--- config.mk ---
export PLATFORM = sky130hd
export DESIGN_NAME = jk_state_decoder
export DESIGN_NICKNAME = d
export VERILOG_FILES = /design/src/rtl/jk_state_decoder.sv
export SDC_FILE = /design/constraint.sdc
export NUM_CORES = 1
export LEC_CHECK = 0
export CAP_MARGIN = 25
export CORE_MARGIN = 8
export CORE_UTILIZATION = 35
export CTS_BUF_LIST = sky130_fd_sc_hd__clkbuf_8
export DETAILED_ROUTE_END_ITERATION = 12
export GPL_TIMING_DRIVEN = 1
export PLACE_DENSITY = 0.69
export SLEW_MARGIN = 10
export SYNTH_ARGS = -nofsm -noshare
export SYNTH_HDL_FRONTEND = slang
export SYNTH_SLANG_ARGS = --single-unit
--- constraint.sdc ---
create_clock -name Clk -period 1.7 [get_ports Clk]
set_clock_uncertainty 0.15 [all_clocks]
set_input_delay 0.255 -clock Clk [delete_from_list [all_inputs] [get_ports Clk]]
set_output_delay 0.255 -clock Clk [all_outputs]
set_load 0.01 [all_outputs]
--- src/rtl/jk_state_decoder.sv ---
// Observer/decoder for the two-flip-flop JK machine (A+ = x, B+ = B ^ (~A & x)).
// It recovers x from each {A,B} transition, flags illegal B moves, and packs bits MSB-first into WIDTH-bit words.
// Optional saturating error counter: define JKDEC_ERRCNT_EN.
//
// Handshake: a word is offered while word_vld=1. It is consumed on any rising
// Clk edge with word_vld=1 and out_ready=1. word is held stable until then.
module jk_state_decoder #(
  parameter int WIDTH = 8
) (
  input  logic             Clk,
  input  logic             rst,
  input  logic             A,
  input  logic             B,
  input  logic             en,
  input  logic             sync,
  input  logic             out_ready,
  output logic             x_rec,
  output logic             x_vld,
  output logic             err,
  output logic [WIDTH-1:0] word,
  output logic             word_vld,
  output logic             overrun,
  output logic             dbg_state
`ifdef JKDEC_ERRCNT_EN
  ,
  output logic [7:0]       err_cnt
`endif
);

  localparam int CW = $clog2(WIDTH);

  typedef enum logic {IDLE = 1'b0, TRACK = 1'b1} state_t;

  state_t           state;
  logic             prev_a;
  logic             prev_b;
  logic [CW-1:0]    bit_cnt;
  logic [WIDTH-1:0] asm_reg;

  logic             sample;
  logic             exp_b;
  logic             bit_err;
  logic             last_bit;
  logic             complete;
  logic             accept;
  logic [WIDTH-1:0] next_asm;

  // A sample only decodes a bit when a previous sample is already held.
  assign sample    = en & ~sync & (state == TRACK);
  assign exp_b     = prev_b ^ (~prev_a & A);
  assign bit_err   = (B != exp_b);
  assign last_bit  = (bit_cnt == CW'(WIDTH - 1));
  assign complete  = sample & last_bit;
  assign accept    = word_vld & out_ready;
  assign next_asm  = {asm_reg[WIDTH-2:0], A};
  assign dbg_state = state;

  always_ff @(posedge Clk or negedge rst) begin
    if (!rst) begin
      state    <= IDLE;
      prev_a   <= 1'b0;
      prev_b   <= 1'b0;
      x_rec    <= 1'b0;
      x_vld    <= 1'b0;
      err      <= 1'b0;
      word     <= '0;
      word_vld <= 1'b0;
      overrun  <= 1'b0;
      bit_cnt  <= '0;
      asm_reg  <= '0;
    end else begin
      x_vld <= 1'b0;
      err   <= 1'b0;

      if (sync) begin
        state   <= IDLE;
        bit_cnt <= '0;
        asm_reg <= '0;
      end else if (en) begin
        prev_a <= A;
        prev_b <= B;
        if (state == IDLE) begin
          state <= TRACK;
        end else begin
          x_rec   <= A;
          x_vld   <= 1'b1;
          err     <= bit_err;
          asm_reg <= next_asm;
          bit_cnt <= last_bit ? '0 : bit_cnt + 1'b1;
        end
      end

      // A completion that coincides with acceptance reloads and keeps word_vld high.
      if (complete) begin
        if (!word_vld || out_ready) begin
          word     <= next_asm;
          word_vld <= 1'b1;
        end else begin
          overrun <= 1'b1;
        end
      end else if (accept) begin
        word_vld <= 1'b0;
      end
    end
  end

`ifdef JKDEC_ERRCNT_EN
  always_ff @(posedge Clk or negedge rst) begin
    if (!rst) begin
      err_cnt <= 8'h00;
    end else if (sample && bit_err && err_cnt != 8'hFF) begin
      err_cnt <= err_cnt + 8'h01;
    end
  end
`endif

endmodule

==> reports/results.ini <==
[logic_synthesis]
syn_nets=97
ys_ff_latch=26
synthTopCellsByArea=dfrtp_1, mux2_4, nand2_1
yosys_warnings=0
synthCells=88
syn-mean-instance-area_um2=12.4
yosysSeqAreaShare=0.598
yosys.area.top_type_share=0.598
syn_area_um2=1090
synth_top_area_cell=dfrtp_1
netlist-cell-type-count=20

[cts]
cts.sinks=26
clockRootBuffer=clkbuf_8
holdBufCountCts=0
numCtsBuffers=3
cts_tree=built
clk_pin_slew_worst_paths_ns=0.09
cts_max_path_buffers=2
htree_levels=1
clk_latency_ns=0.27

[setup_path]
cp.arrival_ns=1.69
worstPathRequired_ns=1.71
critPathMaxStageDelay_ns=0.36
cp-start-kind=flop
worstSetupStartpoint=bit_cnt[0]
ff2ff_path_depth=6
slowest_stage=dfrtp_1
worst_setup_path_end_kind=flop
worstPathMaxFanout=8
worstPathCellList=ha_2 -> ha_4 -> nand4b_4 -> nor2b_4 -> buf_12 -> mux2_4
r2r-end=word[7]
rrSetupSlack_ns=0.02
path_class=reg2reg
r2r-start=bit_cnt[0]

[die]
dieArea_um2=5150
coreArea_um2=3000
die_h_um=71.8
ios=21
die_w_um=71.8
start_util=0.363
row_count=20

[global_route]
grt_pass1_wl_mm=3.49
track_usage=0.0871
first_global_vias=762
overflow=0
antenna_found_initial=0
grt_max_degree=27

[power_and_ir_drop]
netSwitchingFraction=0.200
p_comb_frac=0.086
p_switching_uw=252
internal_power_mw=1.01
p_leak_nw=0.690
ir_drop_mv=0.464
clkPwrFrac=0.400
p_per_area_nw_per_um2=853
seq_power_share=0.514

[sta]
rsz0062_at_grt=true
tightest_slew_ns=0.321
max_clock_freq_ghz=0.597
hold_slack_ns=0.195
hold_viol=0
min_period_over_period=0.985
slew_violations=0
fin_ws_ns=0.0249
relSlewSlack=0.786
setup_viol=0
min_period_ns=1.68
tns_ns=0

[route]
drtPass1Iterations=2
dr_total_vias=710
drcViolationCount=0
initialDrtViolationCount=24
ant_nets=0
viasPerCell=4.73
routed_wl_mm=2.08
drt-wirelength-per-cell_um=13.8

[cells_and_area]
area_growth_pct=36.0
largest_reg_flops=8
final_util=0.493
drive_above_1_share=0.248
diodes=0
final_nets=127

[placement]
dpl.hpwl_mm=1.48
gp_congestion=0.703
port_buffers=20
dp_slack_ns=-0.148

[job]
maxCapViolCount=0

[run_status]
status=complete, no violations

[hold_path]
hp-class=in2async

worst max-delay path by stage:
stage	endpoint
final	word[7]
after global routing	word[3]
after CTS	word[7]
after detailed placement	word[7]
after global placement	word[0]
after floorplan	word[0]
per-stage QoR:
stage          instance area (um^2)  instances  power (mW)
2_1_floorplan                  1090         88       0.708
3_3_place_gp                   1380        145       0.769
3_5_place_dp                   1380        145       0.772
4_1_cts                        1460        149        1.28
5_1_grt                        1480        150        1.31
6_report                       1480        150        1.26
metal layers:
metal / vias up / track usage / share of wire
met1: 340 / 0.0853 / 0.41
met3: 4 / 0.0307 / 0.044
li1: 347 / - / -
met2: 19 / 0.159 / 0.52
met4: 0 / 0.0408 / 0.025
met5: - / 0 / 0
power groups by stage:
stage	logic, mW	clock network (mW)	registers [mW]
after global routing	0.122	0.540	0.652
after floorplan	0.0436	0	0.664
after detailed placement	0.111	0	0.661
final	0.108	0.504	0.649
after global placement	0.109	0	0.660
after CTS	0.112	0.522	0.649
area by class of cell:
| cell class | count | area [um^2] |
|---|---|---|
| Clock inverter | 1 | 30.0 |
| Fill cell | 273 | 1520 |
| Timing Repair Buffer | 29 | 283 |
| Tap cell | 33 | 41.3 |
| Clock buffer | 3 | 41.3 |
| Multi-Input combinational cell | 58 | 433 |
| Sequential cell | 26 | 652 |
placed cells by master (no fill, tap or decap), drive strengths merged:
master,Yosys,final
dfrtp,26,26
nand2,21,21
clkdlybuf4s50,0,19
mux2,11,11
a21oi,10,10
buf,3,9
nor2,3,3
clkbuf,1,3
nor2b,3,3
ha,2,2
xor2,1,1
xnor2,1,1
nor3,1,1
and2,1,1
nand4b,1,1
nand2b,1,1
or3,1,1
o21bai,1,1
bufinv,0,1
dlymetal6s2s,0,1
cell usage after synthesis, drive strengths merged:
master  number
nand2       21
xor2         1
dfrtp       26
clkbuf       1
nand2b       1
or3          1
nor3         1
nand4b       1
nor2b        3
nor2         3
and2         1
ha           2
xnor2        1
buf          3
a21oi       10
mux2        11
o21bai       1
critical path: cells and delay by family, from the launching register on:
kind,cells,cell delay (ns)
simple gates,2,0.28
mux,1,0.30
buf+inv,1,0.14
fa+ha+maj,2,0.33
flops,1,0.36
logic make-up (layout without fill, tap and decap cells):
family	after synthesis	in the layout	share of synthesized area
muxes	11	11	0.141
buffers and inverters	4	33	0.0230
and+or+nand+nor	32	32	0.146
AOI/OAI and AO/OA	11	11	0.0529
xor gates and xnor gates	2	2	0.0161
DFF	26	26	0.598
adders and majority gates	2	2	0.0230
what timing repair did:
action,4_1_cts,5_1_grt
pin swaps,0,1
setup endpoints to repair,9,9
gates resized for setup,3,3
hold endpoints to repair,0,0
setup buffers,0,1
(Power assumes the default switching activity.)
